`config.mk`:
```
export PLATFORM = sky130hd
export DESIGN_NAME = wb_stage
export DESIGN_NICKNAME = d
export VERILOG_FILES = /design/src/rtl/wb_stage.sv
export SDC_FILE = /design/constraint.sdc
export NUM_CORES = 1
export LEC_CHECK = 0
export ABC_CLOCK_PERIOD_IN_PS = 5400
export CORE_MARGIN = 3
export CORE_UTILIZATION = 36
export DETAILED_ROUTE_END_ITERATION = 6
export GPL_TIMING_DRIVEN = 0
export HOLD_SLACK_MARGIN = 0.08
export PLACE_DENSITY_LB_ADDON = 0.15
export SLEW_MARGIN = 20
export SYNTH_ARGS = -nofsm -noshare
export SYNTH_HDL_FRONTEND = slang
export SYNTH_SLANG_ARGS = --single-unit
```
`constraint.sdc`:
```
create_clock -name clk -period 5.4 [get_ports clk]
set_input_delay 1.08 -clock clk [delete_from_list [all_inputs] [get_ports clk]]
set_output_delay 1.08 -clock clk [all_outputs]
set_load 0.1 [all_outputs]
```
`src/rtl/wb_stage.sv`:
```
// wb_stage: writeback stage; retires MEM-stage instructions into the register file, with load extension and ID bypass.
// Define WB_DEBUG_TRACE_EN to add the debug_wb_* golden-trace ports and the held PC register.
module wb_stage #(
  parameter logic [31:0] RESET_PC = 32'h1c000000
) (
  input  logic        clk,
  input  logic        resetn,
  input  logic        ms_to_ws_valid,
  output logic        ws_allowin,
  input  logic [31:0] ms_pc,
  input  logic        ms_gr_we,
  input  logic [4:0]  ms_dest,
  input  logic [31:0] ms_res,
  input  logic        ms_is_load,
  input  logic [2:0]  ms_ld_op,
  input  logic        data_sram_data_ok,
  input  logic [31:0] data_sram_rdata,
  output logic [3:0]  rf_we,
  output logic [4:0]  rf_waddr,
  output logic [31:0] rf_wdata,
  output logic        ws_fwd_valid,
  output logic [4:0]  ws_fwd_dest,
  output logic [31:0] ws_fwd_data,
  output logic        ws_fwd_blocked,
  output logic [31:0] instret
`ifdef WB_DEBUG_TRACE_EN
  ,
  output logic [31:0] debug_wb_pc,
  output logic [3:0]  debug_wb_rf_we,
  output logic [4:0]  debug_wb_rf_wnum,
  output logic [31:0] debug_wb_rf_wdata
`endif
);
  localparam logic [2:0] LD_B  = 3'd1;
  localparam logic [2:0] LD_H  = 3'd2;
  localparam logic [2:0] LD_BU = 3'd3;
  localparam logic [2:0] LD_HU = 3'd4;

  logic        r_valid;
  logic        r_gr_we;
  logic        r_is_load;
  logic [4:0]  r_dest;
  logic [31:0] r_res;
  logic [2:0]  r_ld_op;
  logic [31:0] r_instret;
  logic        w_ready_go;
  logic        w_retire;
  logic [7:0]  w_byte;
  logic [15:0] w_half;
  logic [31:0] w_ld_data;

  // A load stays in WB until its data arrives; everything else retires at once.
  assign w_ready_go = ~r_is_load | data_sram_data_ok;
  assign ws_allowin = ~r_valid | w_ready_go;
  assign w_retire   = r_valid & w_ready_go;

  always_ff @(posedge clk or negedge resetn) begin
    if (!resetn) begin
      r_valid   <= 1'b0;
      r_gr_we   <= 1'b0;
      r_is_load <= 1'b0;
      r_dest    <= 5'd0;
      r_res     <= 32'd0;
      r_ld_op   <= 3'd0;
      r_instret <= 32'd0;
    end else begin
      if (ws_allowin) r_valid <= ms_to_ws_valid;
      if (ws_allowin && ms_to_ws_valid) begin
        r_gr_we   <= ms_gr_we;
        r_is_load <= ms_is_load;
        r_dest    <= ms_dest;
        r_res     <= ms_res;
        r_ld_op   <= ms_ld_op;
      end
      if (w_retire) r_instret <= r_instret + 32'd1;
    end
  end

  assign w_byte = data_sram_rdata[{r_res[1:0], 3'b000} +: 8];
  assign w_half = r_res[1] ? data_sram_rdata[31:16] : data_sram_rdata[15:0];

  always_comb begin
    w_ld_data = (r_ld_op == LD_B)  ? {{24{w_byte[7]}}, w_byte} :
                (r_ld_op == LD_H)  ? {{16{w_half[15]}}, w_half} :
                (r_ld_op == LD_BU) ? {24'd0, w_byte} :
                (r_ld_op == LD_HU) ? {16'd0, w_half} :
                                     data_sram_rdata;
  end

  assign rf_we          = {4{w_retire & r_gr_we}};
  assign rf_waddr       = r_dest;
  assign rf_wdata       = r_is_load ? w_ld_data : r_res;
  assign ws_fwd_valid   = r_valid & r_gr_we & (r_dest != 5'd0);
  assign ws_fwd_dest    = r_dest;
  assign ws_fwd_data    = rf_wdata;
  assign ws_fwd_blocked = ws_fwd_valid & r_is_load & ~data_sram_data_ok;
  assign instret        = r_instret;

`ifdef WB_DEBUG_TRACE_EN
  logic [31:0] r_pc;

  always_ff @(posedge clk or negedge resetn) begin
    if (!resetn) r_pc <= RESET_PC;
    else if (ws_allowin && ms_to_ws_valid) r_pc <= ms_pc;
  end

  assign debug_wb_pc       = r_pc;
  assign debug_wb_rf_we    = rf_we;
  assign debug_wb_rf_wnum  = rf_waddr;
  assign debug_wb_rf_wdata = rf_wdata;
`else
  logic w_unused_pc;
  assign w_unused_pc = ^{ms_pc, RESET_PC};
`endif
endmodule

```
==> results of run 1 <==
cell usage in the layout, fill, tap and decap left out, types with 3 or more instances in the layout:
| master | Yosys | routed |
|---|---|---|
| clkdlybuf4s50_1 | 0 | 189 |
| dfrtp_1 | 75 | 75 |
| mux2_2 | 51 | 51 |
| buf_4 | 45 | 46 |
| nor2_1 | 31 | 31 |
| o22a_1 | 31 | 31 |
| a21oi_1 | 25 | 25 |
| nand2_1 | 25 | 25 |
| xnor2_1 | 19 | 19 |
| xor2_1 | 12 | 12 |
| clkbuf_1 | 10 | 10 |
| mux2i_1 | 9 | 9 |
| o21ai_0 | 9 | 9 |
| clkbuf_16 | 0 | 9 |
| a22oi_1 | 8 | 8 |
| a221o_1 | 7 | 7 |
| a2111oi_0 | 7 | 7 |
| buf_2 | 6 | 6 |
| inv_1 | 6 | 6 |
| nand3_1 | 6 | 6 |
| nand4_1 | 6 | 6 |
| and3_1 | 6 | 6 |
| nand2b_1 | 5 | 5 |
| buf_6 | 4 | 4 |
| and2_1 | 4 | 4 |
| nor3_2 | 4 | 4 |
| clkinv_2 | 0 | 4 |
| nor3_1 | 3 | 3 |
layer usage:
layer  vias to the layer above  GRT usage, %
met5                         -             0
met4                         0         8.160
met3                        23         5.278
met2                       177         33.02
met1                      2069         26.01
li1                       1960             -
flip-flops by register name (all words and copies together), names as in the netlist:
signal and cells:
instret 32, r_gr_we 1, r_is_load 1, r_ld_op 3
r_res 32, r_valid 1, rf_waddr 5
cell type report:
type | count | area (um^2) | area share [%]
Sequential cell | 75 | 1877 | 26.62
Inverter | 7 | 26.28 | 0.3727
Multi-Input combinational cell | 296 | 2291 | 32.49
Timing Repair Buffer | 191 | 1927 | 27.33
Buffer | 65 | 450.4 | 6.389
Clock inverter | 7 | 43.79 | 0.6211
Tap cell | 168 | 210.2 | 2.981
Clock buffer | 9 | 225.2 | 3.194
kinds of logic after synthesis:
kind of cell / Yosys count
mux: 60
buf+inv: 72
xor+xnor: 31
flops: 75
fa+ha+maj: 1
compound gates: 96
simple gates: 108
power breakdown:
group | switching, mW | internal, mW
sequential | 0.0615 | 0.631
clock | 0.246 | 0.309
combinational | 1.56 | 0.590
total | 1.87 | 1.53
stage by stage:
step | hold WS, ns | cells | utilization, % | power [mW]
2_1_floorplan | 0.4811 | 443 | - | 2.352
3_3_place_gp | 0.4591 | 801 | 54.88 | 2.837
3_5_place_dp | 0.4696 | 802 | 55.08 | 2.854
4_1_cts | 0.4779 | 818 | 57.27 | 3.421
5_1_grt | 0.4876 | 818 | 57.27 | 3.516
6_report | 0.4688 | 818 | 57.27 | 3.397
worst min path at each step:
stage | cells past startpoint | from | endpoint | slack [ns]
finish | 1 | instret[31] | instret[31] | 0.47
global route | 1 | instret[31] | instret[31] | 0.49
CTS | 1 | instret[31] | instret[31] | 0.48
detailed placement | 1 | instret[31] | instret[31] | 0.47
global placement | 1 | instret[31] | instret[31] | 0.46
floorplan | 1 | r_res[31] | r_res[31] | 0.48
==> flow_metrics.py, run 1 <==
metrics = {
    "global_routing": {
        "grt_pass1_wl_um": 23090,
        "grt.total_usage_pct": 20.38,
        "gr-total-overflow": 0,
        "antenna_found_initial": 0,
        "grt_max_degree": 46,
        "grt_pass1_vias": 4218,
    },
    "floorplan": {
        "io_pins": 223,
        "rows": 40,
        "dieArea_mm2": 0.01430,
        "die_h_um": 119.6,
        "core_mm2": 0.01231,
        "initial_core_util_pct": 37.72,
        "die_w_um": 119.6,
    },
    "yosys": {
        "synthesis.instances": 443,
        "yosys-top-cells-count": "dfrtp_1, mux2_2, buf_4",
        "synthTopCellsByArea": "dfrtp_1, mux2_2, buf_4",
        "synth_top_area_share_pct": 40.41,
        "yosys.area_share.simple_pct": 13.55,
        "synth_flop_cell": "dfrtp_1",
        "yosysSeqAreaShare_pct": 40.41,
        "yosys.area.top_type": "dfrtp_1",
        "synth.avg_cell_area_um2": 10.48,
        "syn-num-nets": 554,
        "synth_top_family_by_area": "compound AO/OA/AOI/OAI gates",
        "synth_most_common_cell": "dfrtp_1",
        "synthArstFlopShare_pct": 100.0,
        "synth_edf_count": 0,
        "synth_compound_area_share_pct": 15.36,
        "synth_xor_area_share_pct": 5.846,
        "ys_ff_latch": 75,
        "synth.distinct_cells": 49,
        "synth.area.mux_share_pct": 14.30,
        "yosysWarnings": 0,
        "synthAdderAreaFrac_pct": 0.2694,
        "syn_area_mm2": 0.004644,
    },
    "sta": {
        "fin_ws_ns": 0.1908,
        "worst_pin_slew_ns": 1.011,
        "fin_crit_sh_pct": 96.47,
        "rsz0062_at_grt": "false",
        "tns_ns": 0,
        "post-route-min-period_ns": 5.209,
        "max_slew_margin_pct": 32.40,
        "drv_slew": 0,
        "finalHoldViolCount": 0,
        "setup_viol": 0,
        "fin_skew_ns": 0.005404,
        "fmax_mhz": 192.0,
    },
    "placed_design": {
        "dp_hpwl_um": 11260,
        "pre_cts_ws_ns": 0.2023,
        "placedInstanceArea_mm2": 0.006782,
        "io_buffers": 190,
        "place_congestion": 0.8638,
    },
    "setup_path": {
        "reg2reg_depth": 6,
        "regToRegSetupSlack_ns": 3.42,
        "r2r_end": "rf_waddr[3]",
        "critical_path.startpoint_type": "input pin",
        "crit_chain": "clkdlybuf4s50_1 > mux2i_1 > mux2_2 > o21ai_2 > buf_4 > o22a_1 > buf_4 > clkdlybuf4s50_1",
        "worstPathMaxFanout": 10,
        "crit_family": "buffers and inverters",
        "path_depth": 8,
        "max_stage_delay_ns": 1.12,
        "cp_slowest_cell": "clkdlybuf4s50_1",
        "crit_buf_inv": 4,
        "crit_type": "in -> out",
        "crit_start": "data_sram_rdata[15]",
        "crit_end": "ws_fwd_data[15]",
        "crit_arrival_ns": 4.13,
        "r2r-start": "r_is_load",
        "worst_setup_path_end_kind": "output pin",
        "worstPathRequired_ns": 4.32,
    },
    "drt": {
        "wl_met1_um": 6180,
        "wire_per_inst_um": 17.80,
        "route.met3.wl_um": 1097,
        "via_per_inst": 5.170,
        "wl_met2_um": 6900,
        "vias": 4229,
        "routed_wl_um": 14560,
        "postRouteAntennaNets": 0,
        "dr.pass1.iters": 4,
        "drtIter0Drc": 199,
        "top_layer": "met4",
        "drc": 0,
    },
    "pwr": {
        "p_per_area_mw_per_mm2": 481.7,
        "power.leakage_nw": 3.002,
        "peakVddDrop_mv": 0.5296,
    },
    "layout": {
        "diodes": 0,
        "synthToLayoutAreaGrowth_pct": 51.80,
        "stdcell_area_mm2": 0.007051,
        "nNetsFinal": 756,
        "n_fill_cell": 1123,
        "drive_gt1_share_pct": 21.38,
    },
    "worst_hold_path": {
        "hp-class": "reg -> reg",
    },
    "clock_network": {
        "cts.sinks": 75,
        "cts_buffer_depth": 2,
        "clk_pin_slew_ns": 0.06,
        "cts_tree": "yes",
        "clk_latency_ns": 0.34,
        "clock-root-buffer": "clkbuf_16",
        "htree_levels": 3,
        "numCtsBuffers": 9,
        "ctsHoldBuffers": 0,
        "post_cts_buffers": 0,
        "cts_resized": 0,
    },
    "status": {
        "status": "completed",
    },
    "flow_run": {
        "maxCapViolCount": 0,
    },
}
Note: power is estimated with default switching activity, not from simulation.
==> run 2, diff against run 1 <==
- CAP_MARGIN: not set -> 0
- TNS_END_PERCENT: not set -> 50
==> results of run 2 <==
Same layout as run 1: the final DEF is identical, and so are final timing and power.
==> run 3, diff against run 2 <==
- ABC_CLOCK_PERIOD_IN_PS: 5400 -> 4200
- clock period: 5.4 -> 4.2 ns (I/O delays scaled with it)
==> run 3 against run 2 <==
Non-clock buffer count stayed put. Global-route usage hardly changed. Wire length is 0.22% higher. Die area stayed put. Power is 27% higher. Sequential share of layout area is 0.29 points higher. Cell area is 1.1% lower. Final cell count stayed put. Critical path type unchanged. Largest cell class unchanged. Highest routed layer unchanged.
==> flow_metrics.py, run 3 (synthesis results as in run 1) <==
metrics = {
    "status": {
        "status": "completed",
    },
    "setup_path": {
        "crit_buf_inv": 2,
        "worstPathMaxFanout": 3,
        "max_stage_delay_ns": 0.87,
        "critical_path.startpoint_type": "input pin",
        "crit_family": "buffers and inverters",
        "cp_slowest_cell": "dlygate4sd2_1",
        "crit_arrival_ns": 3.31,
        "crit_type": "in -> out",
        "crit_chain": "clkdlybuf4s50_1 > mux2_2 > nor2_1 > a2111oi_0 > o22a_1 > dlygate4sd2_1",
        "worstPathRequired_ns": 3.36,
        "worst_setup_path_end_kind": "output pin",
    },
    "pwr": {
        "power.leakage_nw": 3.095,
        "p_per_area_mw_per_mm2": 616.2,
        "peakVddDrop_mv": 0.6797,
        "totalPowerFinal_mw": 4.297,
    },
    "layout": {
        "synthToLayoutAreaGrowth_pct": 50.16,
        "layout_commonest_cell": "clkdlybuf4s50_1",
        "stdcell_count": 818,
        "final_util_pct": 56.65,
        "final_cell_mix": "clkdlybuf4s50_1, dfrtp_1, buf_4, mux2_2",
        "drive_gt1_share_pct": 30.15,
        "n_fill_cell": 1135,
        "diodes": 0,
        "nNetsFinal": 756,
    },
    "clock_network": {
        "cts_buffer_depth": 2,
        "numCtsBuffers": 9,
        "clk_latency_ns": 0.34,
        "htree_levels": 3,
        "clk_pin_slew_ns": 0.06,
        "clock-root-buffer": "clkbuf_16",
        "cts.sinks": 75,
        "post_cts_buffers": 0,
        "cts_tree": "yes",
    },
    "sta": {
        "finalHoldViolCount": 0,
        "drv_slew": 0,
        "fin_crit_sh_pct": 98.73,
        "worst_pin_slew_ns": 1.012,
        "fin_skew_ns": 0.007040,
        "max_slew_margin_pct": 32.35,
        "setup_viol": 0,
        "rsz0062_at_grt": "false",
        "post-route-min-period_ns": 4.147,
        "fmax_mhz": 241.2,
        "fin_ws_ns": 0.05338,
    },
    "placed_design": {
        "placed_cells": 802,
        "pre_cts_ws_ns": -0.5177,
        "io_buffers": 190,
        "place_congestion": 0.8638,
        "dp_hpwl_um": 11260,
    },
    "drt": {
        "routed_wl_um": 14590,
        "drc": 0,
        "postRouteAntennaNets": 0,
        "vias": 4200,
        "wire_per_inst_um": 17.84,
        "dr.pass1.iters": 6,
        "drtIter0Drc": 221,
        "via_per_inst": 5.134,
    },
    "global_routing": {
        "gr-total-overflow": 0,
        "antenna_found_initial": 0,
        "grt_max_degree": 46,
        "grt_pass1_vias": 4218,
        "grt.total_usage_pct": 20.39,
        "grt_pass1_wl_um": 23100,
    },
    "worst_hold_path": {
        "hp-class": "in -> async",
    },
    "floorplan": {
        "die_w_um": 119.6,
        "dieArea_mm2": 0.01430,
        "initial_core_util_pct": 37.72,
        "rows": 40,
        "core_mm2": 0.01231,
        "io_pins": 223,
        "die_h_um": 119.6,
    },
    "flow_run": {
        "maxCapViolCount": 0,
    },
}
## run 3: layout make-up
type | count | area, um^2 | area share [%]
Tap cell | 168 | 210.2 | 3.014
Timing Repair Buffer | 191 | 1851 | 26.53
Clock inverter | 7 | 43.79 | 0.6279
Sequential cell | 75 | 1877 | 26.91
Inverter | 7 | 26.28 | 0.3767
Buffer | 65 | 450.4 | 6.459
Multi-Input combinational cell | 296 | 2291 | 32.85
Clock buffer | 9 | 225.2 | 3.229
## run 3: power by group
part	internal (mW)	switching, mW
combinational	0.687	2.00
sequential	0.811	0.0791
clock	0.397	0.318
## run 3: path summary, 6_finish.rpt
kind | start | endpoint | slack (ns) | depth (start not counted)
min reg2reg | instret[31] | instret[31] | 0.47 | 1
max reg2reg | r_is_load | rf_waddr[3] | 2.20 | 6
min | resetn | r_ld_op[1] | 0.44 | 1
max | data_sram_rdata[22] | rf_wdata[6] | 0.05 | 6
min in group clk | instret[31] | instret[31] | 0.47 | 1
max in group asynchronous | resetn | r_res[31] | 3.17 | 2
## run 3: what timing repair did
| item | 4_1_cts | 5_1_grt |
|---|---|---|
| hold buffers | 0 | 0 |
| endpoints found under the setup margin | 64 | 24 |
| resized for setup | 151 | 33 |
## run 3: through the flow
step	hold slack, ns	instance area, um^2	setup TNS [ns]
2_1_floorplan	0.4811	4644	0
3_3_place_gp	0.4591	6756	-55.46
3_5_place_dp	0.4696	6782	-22.43
4_1_cts	0.4492	7058	0
5_1_grt	0.4654	6974	0
6_report	0.4355	6974	0
## run 3: per-layer routing
layer / track usage [%] / share of wire (%) / vias to the layer above
met3: 5.278 / 8.1 / 22
li1: - / - / 1962
met5: 0 / 0 / -
met4: 8.160 / 2.6 / 0
met1: 26.01 / 42 / 2043
met2: 33.05 / 47 / 173
